<file path="src/rtl/mux4_rr_arbiter.sv">
// Round-robin arbiter and 4:1 data mux for four requesters sharing one write port.
// Optional completed-beat counter enabled by defining MUX_ARB_BEATCNT_EN.
module mux4_rr_arbiter #(
  parameter int unsigned MAX_BURST = 4,
  parameter int unsigned PTR_RESET = 3
) (
  input  logic        CLK,
  input  logic        Reset_n,
  input  logic [3:0]  Req,
  input  logic [3:0]  Last,
  input  logic [15:0] A,
  input  logic [15:0] B,
  input  logic [15:0] C,
  input  logic [15:0] D,
  input  logic        Out_ready,
  output logic [3:0]  Gnt,
  output logic [1:0]  S,
  output logic [15:0] Out_data,
  output logic        Out_valid,
  output logic [15:0] Beat_count
);

  typedef enum logic [0:0] {StIdle, StGrant} state_e;

  localparam int unsigned   CntW      = 5;
  localparam logic [CntW-1:0] BurstLast = CntW'(MAX_BURST - 1);
  localparam logic [1:0]    PtrInit   = 2'(PTR_RESET);

  state_e            st_q, st_d;
  logic [1:0]        cur_q, cur_d;
  logic [1:0]        ptr_q, ptr_d;
  logic [CntW-1:0]   cnt_q, cnt_d;
  logic              beat;
  logic              rel_burst;

  // First requester after ptr in circular order; ptr itself is checked last.
  function automatic logic [1:0] rr_pick(input logic [1:0] ptr, input logic [3:0] req);
    logic [1:0] idx;
    logic [1:0] win;
    logic       found;
    win   = ptr;
    found = 1'b0;
    for (int k = 1; k <= 4; k++) begin
      idx = ptr + 2'(k);
      if (!found && req[idx]) begin
        win   = idx;
        found = 1'b1;
      end
    end
    return win;
  endfunction

  always_comb begin
    st_d      = st_q;
    cur_d     = cur_q;
    ptr_d     = ptr_q;
    cnt_d     = cnt_q;
    rel_burst = 1'b0;
    beat      = (st_q == StGrant) && Out_ready;

    unique case (st_q)
      StIdle: begin
        if (|Req) begin
          st_d  = StGrant;
          cur_d = rr_pick(ptr_q, Req);
          cnt_d = '0;
        end
      end
      StGrant: begin
        if (beat) begin
          cnt_d = cnt_q + 1'b1;
          // A request dropped on the beat cycle acts as the final beat.
          if (Last[cur_q] || !Req[cur_q] || (cnt_q == BurstLast)) begin
            rel_burst = 1'b1;
          end
        end else if (!Req[cur_q]) begin
          rel_burst = 1'b1;
        end

        if (rel_burst) begin
          ptr_d = cur_q;
          cnt_d = '0;
          if (|Req) begin
            cur_d = rr_pick(cur_q, Req);
          end else begin
            st_d = StIdle;
          end
        end
      end
      default: st_d = StIdle;
    endcase
  end

  always_ff @(posedge CLK) begin
    if (!Reset_n) begin
      st_q  <= StIdle;
      cur_q <= 2'b00;
      ptr_q <= PtrInit;
      cnt_q <= '0;
    end else begin
      st_q  <= st_d;
      cur_q <= cur_d;
      ptr_q <= ptr_d;
      cnt_q <= cnt_d;
    end
  end

  // cur_q is held while idle, so S (and the mux) stay put between grants.
  always_comb begin
    S         = cur_q;
    Out_valid = (st_q == StGrant);
    Gnt       = (st_q == StGrant) ? (4'b0001 << cur_q) : 4'b0000;
  end

  always_comb begin
    Out_data = A;
    unique case (S)
      2'd0:    Out_data = A;
      2'd1:    Out_data = B;
      2'd2:    Out_data = C;
      2'd3:    Out_data = D;
      default: Out_data = A;
    endcase
  end

`ifdef MUX_ARB_BEATCNT_EN
  logic [15:0] beat_cnt_q, beat_cnt_d;

  always_comb begin
    beat_cnt_d = beat_cnt_q;
    if (beat && (beat_cnt_q != 16'hFFFF)) begin
      beat_cnt_d = beat_cnt_q + 16'd1;
    end
  end

  always_ff @(posedge CLK) begin
    if (!Reset_n) begin
      beat_cnt_q <= 16'h0000;
    end else begin
      beat_cnt_q <= beat_cnt_d;
    end
  end

  assign Beat_count = beat_cnt_q;
`else
  assign Beat_count = 16'h0000;
`endif

`ifndef SYNTHESIS
  always_ff @(posedge CLK) begin
    if (Reset_n) begin
      assert ($onehot0(Gnt));
      assert (cnt_q < CntW'(MAX_BURST));
    end
  end
`endif

endmodule

</file>
<file path="config.mk">
export PLATFORM = sky130hd
export DESIGN_NAME = mux4_rr_arbiter
export DESIGN_NICKNAME = d
export VERILOG_FILES = /design/src/rtl/mux4_rr_arbiter.sv
export SDC_FILE = /design/constraint.sdc
export NUM_CORES = 1
export LEC_CHECK = 0
export BUFFER_PORTS_ARGS = -buffer_cell sky130_fd_sc_hd__buf_4
export CAP_MARGIN = 0
export CORE_ASPECT_RATIO = 1.1
export CORE_MARGIN = 10
export CORE_UTILIZATION = 41
export DETAILED_ROUTE_END_ITERATION = 6
export HOLD_SLACK_MARGIN = 0.05
export PLACE_DENSITY_LB_ADDON = 0.25
export SYNTH_ARGS = -nofsm -noshare
export SYNTH_HDL_FRONTEND = slang
export SYNTH_SLANG_ARGS = --single-unit
</file>
<file path="constraint.sdc">
create_clock -name CLK -period 2.6 [get_ports CLK]
set_clock_uncertainty 0.05 [all_clocks]
set_input_delay 0.52 -clock CLK [delete_from_list [all_inputs] [get_ports CLK]]
set_output_delay 0.52 -clock CLK [all_outputs]
set_load 0.05 [all_outputs]
</file>
# Word-level counts from Yosys, hierarchy flattened
# Index checks and enable logic that the tools add are counted.
[classes]
add_sub_neg = 7
magnitude_cmp = 8
n_eq_ne = 10
shifts = 1
n_mux = 64
n_bitwise = 1
reduce_logical = 21
[ops]
columns = ["op", "n"]
rows = [
  ["$pmux W16 S4", 1],
  ["$mux W1", 36],
  ["$lt A2 B3 Y1 const B", 8],
  ["$mux W2", 11],
  ["$bmux W1 S2", 9],
  ["$mux W5", 3],
  ["$pmux W5 S2", 1],
  ["$add A2 B2 Y2 const B", 4],
  ["$logic_and A1 B1 Y1", 7],
  ["$logic_not A1 Y1", 7],
  ["$add A5 B1 Y5 const B", 1],
  ["$eq A5 B2 Y1 const B", 1],
  ["$reduce_and A5 Y1", 1],
  ["$add A2 B1 Y2 const B", 2],
  ["$eq A2 B2 Y1 const B", 2],
  ["$mux W4", 1],
  ["$ne A2 B1 Y1 const B", 2],
  ["$ne A2 B2 Y1 const B", 2],
  ["$ne A4 B1 Y1 const B", 1],
  ["$pmux W2 S2", 1],
  ["$reduce_and A2 Y1", 2],
  ["$reduce_or A4 Y1", 1],
  ["$shl A1 B2 Y4 const A", 1],
  ["$ne A3 B1 Y1 const B", 1],
  ["other kinds (5)", 6],
]
[totals]
regBits = 10
in_bits = 75
out_inout_bits = 39
elab_cells = 116

# Depth between registers and ports, before layout
# Gate-level depths: netlist of run 1.
[logic_depth]
depth_word = 28
ltp_mapped = 8
depth_no_buf = 7

# Worst setup path before layout of run 1
# No wires, ideal clock.
[synth_timing]
path_kind = "reg-to-output"
from = "register cur_q[0] (netlist: S[0])"
to = "output Out_data[0]"
t_arrival_ns = 2.607
required_time_ns = 2.030
slack_ns = -0.577
path_stages_with_launch = 7
n_path_buf = 3
path_cell_list = "dfxtp_1 buf_4 inv_1 ha_1 clkbuf_1 buf_2 mux2i_1"
[synth_between]
elab_chain_len = 2
word_cells_on_any_way = 5
classes_between = "eq/ne (3); mux (1); reduce/logical (1)"
[synth_lines]
columns = ["item", "line", "rtl"]
rows = [
  ["start, declared", "30", "logic [1:0] cur_q, cur_d;"],
  ["start signal, assigned", "102", "cur_q <= cur_d;"],
  ["$eq A2 B2 Y1, or another cell as far along", "117", "unique case (S)"],
  ["$pmux W16 S4 (*)", "117", ""],
  ["end, declared", "18", "output logic [15:0] Out_data,"],
]
# Every way passes the cells marked *; elsewhere a longest branch is shown, timed or not.

# Final worst setup path of run 1
[layout_timing]
from = "register cur_q[1] (netlist: S[1])"
to = "output Out_data[2]"
# The elaborated chain is that of the path after synthesis.

==> results of run 1 <==
[final cells by class]
class                      count  area, um^2
multi-input combinational    149        1270
fill                         306        1160
timing repair buffer         100         776
sequential                    10         205
inverter                      25        93.8
tap                           50        62.6
clock buffer                   4        55.1
[sequential cells by signal (all words and copies together), names as in the netlist]
register and flops:
S 2, Out_valid 1, cnt_q 5, ptr_q 2
[worst max-delay path by stage]
stage / from / end / slack, ns
floorplan: S[1] / Out_data[0] / 0.04
global placement: S[0] / Out_data[0] / 0.26
detailed placement: S[0] / Out_data[2] / 0.22
CTS: S[0] / Out_data[2] / 0.08
global route: S[1] / Out_data[4] / 0.02
finish: S[1] / Out_data[2] / 0.13
[worst reg2reg max path: cells and delay by family, from the launching register on]
family           cells  cell delay, ns
AO/OA/AOI/OAI        1            0.14
AND/OR/NAND/NOR      3            0.60
flip-flops           1            0.46
multiplexers         1            0.58
[synthesized netlist by cell type (2+ instances only)]
master / instances
dfxtp_1: 10
nor2_1: 9
a22oi_1: 2
nor3_1: 5
a21oi_1: 7
o211ai_1: 3
a222oi_1: 16
nor4_4: 2
nand2_1: 11
buf_2: 3
and2_1: 5
o21ai_0: 4
ha_1: 6
inv_1: 25
nor2b_1: 2
mux2i_1: 24
a31oi_1: 4
clkbuf_1: 12
buf_4: 17
nand2b_1: 2
nand3_1: 4
[power groups by stage]
| stage | Clock [mW] | Sequential, mW | Combinational (mW) |
|---|---|---|---|
| floorplan | 0 | 0.223 | 0.968 |
| global placement | 0 | 0.218 | 1.31 |
| detailed placement | 0 | 0.220 | 1.32 |
| CTS | 0.201 | 0.217 | 1.33 |
| global route | 0.207 | 0.223 | 1.39 |
| finish | 0.198 | 0.217 | 1.32 |
[cell families (layout without fill, tap and decap cells)]
logic type | count (synthesis) | count (layout) | share of synthesized area
and+or+nand+nor | 50 | 50 | 0.198
DFF | 10 | 10 | 0.130
buffers and inverters | 57 | 129 | 0.183
other | 1 | 16 | 0.00243
adders and majority gates | 7 | 7 | 0.0552
AOI/OAI and AO/OA | 51 | 51 | 0.261
muxes | 25 | 25 | 0.170
[routing by layer]
metal  wire length [um]  up-vias
met5                  0        -
met3                497       10
met1               2290      850
li1                   -      892
met4                100        0
met2               3160       88
[per-stage QoR]
| step | cell area (um^2) | utilization | hold WS, ns | instances | setup slack [ns] |
|---|---|---|---|---|---|
| 2_1_floorplan | 1750 | - | 0.407 | 216 | 0.0382 |
| 3_3_place_gp | 2400 | 0.663 | 0.427 | 334 | 0.259 |
| 3_5_place_dp | 2400 | 0.663 | 0.443 | 334 | 0.220 |
| 4_1_cts | 2460 | 0.679 | 0.456 | 338 | 0.0848 |
| 5_1_grt | 2470 | 0.680 | 0.483 | 338 | 0.0204 |
| 6_report | 2470 | 0.680 | 0.450 | 338 | 0.131 |
[what timing repair did]
action | in CTS | in global routing
gates resized for setup | 2 | 1
pin swaps | 4 | 0
endpoints found under the setup margin | 10 | 6
==> impl_metrics.json, run 1 <==
{
  "status": "finished clean",
  "cp.buffers_inverters": 2,
  "nets": 370,
  "grt_util_met1": 0.170,
  "drc": 0,
  "synth.top_cell.area_share": 0.156,
  "netlist_top_cells_area": "mux2i_1 16%, dfxtp_1 13%, a222oi_1 10%",
  "numCtsBuffers": 3,
  "holdBufCountCts": 0,
  "grt_pass1_wl_mm": 9.24,
  "leakagePower_nw": 1.15,
  "min_path_type": "reg2reg",
  "drv_slew": 0,
  "max-vdd-ir-drop_mv": 0.509,
  "synth_cell_types": 49,
  "cp.depth": 5,
  "critPathCaptureType": "output port",
  "dieArea_um2": 6610,
  "first_global_vias": 1808,
  "h-tree-depth": 1,
  "powerDensity_nw_per_um2": 705,
  "drt-initial-drc-count": 120,
  "die_x_um": 78.5,
  "start_util": 0.425,
  "drive_gt1_frac": 0.462,
  "clk_pin_slew_worst_paths_ns": 0.05,
  "power.internal_uw": 849,
  "final_cell_mix": "98 x buf_4, 25 x inv_1, 16 x a222oi_1, 16 x conb_1, 11 x nand2_1",
  "cts_setup_buffers": 0,
  "first_pass_iters": 4,
  "fmax_ghz": 0.405,
  "slowest_stage": "dfxtp_2",
  "finalSetupViolations": 0,
  "rows": 23,
  "finalHoldViolCount": 0,
  "relSlewSlack": 0.591,
  "vias": 1840,
  "arrival_ns": 1.90,
  "r2r_start": "S[0]",
  "routabilityCongestion": 0.801,
  "synth_edf_count": 0,
  "viasPerCell": 5.44,
  "combPwrFrac": 0.761,
  "holdCritStartpoint": "cnt_q[0]",
  "grt_use_met2": 0.321,
  "pwr-share-clk": 0.114,
  "r2r-end": "S[0]",
  "grt_overflow": 0,
  "finalCriticalPeriod_ns": 2.47,
  "critPathKind": "reg2out",
  "required_ns": 2.03,
  "worst_pin_slew_ns": 0.612,
  "synth_cells": 201,
  "synth_top_cell_by_area": "mux2i_1",
  "port_buffers": 97,
  "swShare": 0.512,
  "cts_tree": "yes",
  "grt_busiest_layer": "met2",
  "setup_tns_ns": 0,
  "fin_crit_sh": 0.950,
  "reg2reg_depth": 5,
  "cts-root-buf": "clkbuf_8",
  "whs_path_depth": 2,
  "grt_usage": 0.168,
  "cap_viol_max_count": 0,
  "startpoint_type": "flip-flop",
  "cp_max_fo": 17,
  "final_common_cell": "buf_4",
  "syn_to_final_growth_pct": 60.0,
  "ys.flop_type": "dfxtp_1",
  "power.total_mw": 1.74,
  "yosysWarnings": 0,
  "ys_seq_elements": 10,
  "seq_power_share": 0.125,
  "grt_max_degree": 18,
  "clock-sinks": 10,
  "synth_seq_area_share": 0.130,
  "core_area_um2": 3630,
  "crit_family": "flip-flops",
  "detail-route-antenna-nets": 0,
  "p_switching_uw": 889,
  "wirelength_mm": 6.04,
  "wl_per_cell_um": 17.9,
  "rsz0062_at_grt": "no",
  "dp_hpwl_mm": 4.98,
  "diodes": 0,
  "clockBufferDepth": 2,
  "clk_latency_ns": 0.24,
  "min_to": "cnt_q[0]",
  "synthArstFlopShare": 0,
  "grtUsageMet3": 0.0448,
  "antenna_found_initial": 0,
  "die_h_um": 84.3,
  "io_pins": 114,
  "slowest_delay_ns": 0.44,
  "path_cells": "inv_1, ha_2, a222oi_1, mux2i_4, buf_4",
  "r2r_setup_slack_ns": 0.67,
  "avgSynthCellArea_um2": 7.67,
  "synth_area_um2": 1540
}
(Power assumes the default switching activity.)
==> run 2, diff against run 1 <==
--- a/config.mk
+++ b/config.mk
@@ -5,14 +5,16 @@
 export SDC_FILE = /design/constraint.sdc
 export NUM_CORES = 1
 export LEC_CHECK = 0
+export ABC_AREA = 1
 export BUFFER_PORTS_ARGS = -buffer_cell sky130_fd_sc_hd__buf_4
 export CAP_MARGIN = 0
 export CORE_ASPECT_RATIO = 1.1
 export CORE_MARGIN = 10
-export CORE_UTILIZATION = 41
+export CORE_UTILIZATION = 42
 export DETAILED_ROUTE_END_ITERATION = 6
 export HOLD_SLACK_MARGIN = 0.05
 export PLACE_DENSITY_LB_ADDON = 0.25
 export SYNTH_ARGS = -nofsm -noshare
 export SYNTH_HDL_FRONTEND = slang
 export SYNTH_SLANG_ARGS = --single-unit
+export TNS_END_PERCENT = 30
==> impl_metrics.json, run 2 <==
{
  "crit_family": "flip-flops",
  "clockBufferDepth": 2,
  "synthArstFlopShare": 0,
  "ys.flop_type": "dfxtp_1",
  "synth_common_cells": "86 x nand2_1, 23 x nand3_1, 22 x inv_1",
  "detail-route-antenna-nets": 0,
  "grt_max_degree": 27,
  "slowest_stage": "dfxtp_2",
  "clk_latency_ns": 0.24,
  "io_pins": 114,
  "place_inst": 416,
  "synth_top_cell_by_area": "nand2_1",
  "finalSetupViolations": 0,
  "port_buffers": 97,
  "cp.buffers_inverters": 2,
  "fin_crit_sh": 0.923,
  "holdBufCountCts": 0,
  "viasPerCell": 5.00,
  "wirelength_mm": 6.31,
  "nets": 452,
  "finalHoldViolCount": 0,
  "power.total_mw": 3.10,
  "cts-root-buf": "clkbuf_8",
  "required_ns": 2.03,
  "path_cells": "ha_1, buf_4, a22o_1, a21oi_1, o21ai_2, buf_4",
  "start_util": 0.440,
  "vias": 2102,
  "layout.cells.non_filler": 420,
  "final_cell_mix": "101 x buf_4, 86 x nand2_1, 23 x nand3_1, 22 x inv_1, 19 x a21oi_1",
  "cap_viol_max_count": 0,
  "powerDensity_nw_per_um2": 1270,
  "synth_edf_count": 0,
  "post-synth-top-count-cell": "nand2_1",
  "synth.top_cell.area_share": 0.199,
  "core_area_um2": 3680,
  "drv_slew": 0,
  "first_pass_iters": 5,
  "drt-initial-drc-count": 80,
  "synth_seq_area_share": 0.124,
  "slowest_delay_ns": 0.48,
  "setup_tns_ns": 0,
  "leakagePower_nw": 1.32,
  "cts_tree": "yes",
  "critPathCaptureType": "output port",
  "first_global_vias": 1941,
  "wl_per_cell_um": 15.0,
  "synth_cells": 278,
  "ys_seq_elements": 10,
  "rsz0062_at_grt": "no",
  "rows": 23,
  "dp_hpwl_mm": 5.34,
  "startpoint_type": "flip-flop",
  "min_path_type": "reg2reg",
  "relSlewSlack": 0.628,
  "final_common_cell": "buf_4",
  "largest_reg_flops": 5,
  "cp_max_fo": 13,
  "max-vdd-ir-drop_mv": 0.697,
  "synth_cell_types": 31,
  "grt_overflow": 0,
  "status": "finished clean",
  "critPathKind": "reg2out",
  "largest_register": "cnt_q",
  "arrival_ns": 1.83,
  "grt_pass1_wl_mm": 9.92,
  "drc": 0,
  "die_x_um": 79.2,
  "h-tree-depth": 1,
  "clock-sinks": 10,
  "fmax_ghz": 0.417,
  "antenna_found_initial": 0,
  "avgSynthCellArea_um2": 5.83,
  "routabilityCongestion": 0.822,
  "clk_pin_slew_worst_paths_ns": 0.05,
  "netlist_top_cells_area": "nand2_1 20%, dfxtp_1 12%, a22o_1 8.6%",
  "yosysWarnings": 0,
  "worst_pin_slew_ns": 0.557,
  "die_h_um": 85.1,
  "drive_gt1_frac": 0.392,
  "diodes": 0,
  "cp_common_cell": "buf_4",
  "finalCriticalPeriod_ns": 2.40,
  "grt_usage": 0.177,
  "synth_area_um2": 1620,
  "numCtsBuffers": 3,
  "dieArea_um2": 6750,
  "syn_to_final_growth_pct": 50.7
}
run 2: changes by cell type after synthesis, moves of 5 or more:
cell / before / now
mux2i_1: 24 / 0
nand2_1: 11 / 86
o21ai_0: 4 / 19
nand3_1: 4 / 23
a222oi_1: 16 / 0
nand2_2: 0 / 6
nor3_1: 5 / 0
a22o_1: 0 / 16
nand4_1: 1 / 6
a21oi_1: 7 / 19
run 2: per-layer routing:
layer / wire [um] / global-route usage / vias up
li1: - / - / 1087
met1: 2690 / 0.212 / 923
met2: 3010 / 0.314 / 90
met3: 604 / 0.0527 / 2
met4: 9 / 0.00979 / 0
met5: 0 / 0 / -
run 2: kinds of logic after synthesis:
logic type | count (synthesis) | synth area share
AOI/OAI and AO/OA | 63 | 0.243
DFF | 10 | 0.124
adders and majority gates | 6 | 0.0463
xor gates and xnor gates | 1 | 0.00541
buffers and inverters | 55 | 0.179
and+or+nand+nor | 142 | 0.400
other | 1 | 0.00231
run 2: worst paths after layout:
check                start           to  slack, ns  cells past startpoint
hold reg to reg   cnt_q[4]     cnt_q[4]       0.44                      2
hold / removal    cnt_q[4]     cnt_q[4]       0.44                      2
setup / recovery      S[0]  Out_data[0]       0.20                      6
setup reg to reg      S[1]         S[1]       0.68                     11
run 2: cell type report:
type,instances,area (um^2)
multi-input cells,228,1250
fillers,388,1240
repair buffers,101,758
flip-flops and latches,10,203
inverters,27,111
well taps,50,62.6
clock buffers,4,55.1
run 2: repair_timing:
item,CTS,global route
buffers inserted,0,0
gates resized for setup,0,1
hold endpoints to repair,0,0
setup endpoints to repair,0,16
run 2: worst register-to-register path: cells and delay by family, from the launching register on:
| kind | cells | cell delay, ns |
|---|---|---|
| simple gates | 7 | 0.64 |
| flops | 1 | 0.43 |
| fa+ha+maj | 1 | 0.38 |
| buf+inv | 2 | 0.24 |
| compound gates | 1 | 0.07 |
run 2: metrics by stage:
step / cell area (um^2) / utilization / hold slack, ns / worst slack [ns]
floorplan: 1740 / - / 0.409 / 0.0952
global placement: 2380 / 0.647 / 0.424 / 0.332
detailed placement: 2380 / 0.647 / 0.431 / 0.309
CTS: 2440 / 0.662 / 0.437 / 0.0453
global route: 2440 / 0.663 / 0.484 / 0.0394
finish: 2440 / 0.663 / 0.438 / 0.199
run 2: power by group:
group          internal, mW  switching (mW)
combinational         0.843            1.78
sequential            0.189          0.0854
clock                 0.133          0.0620
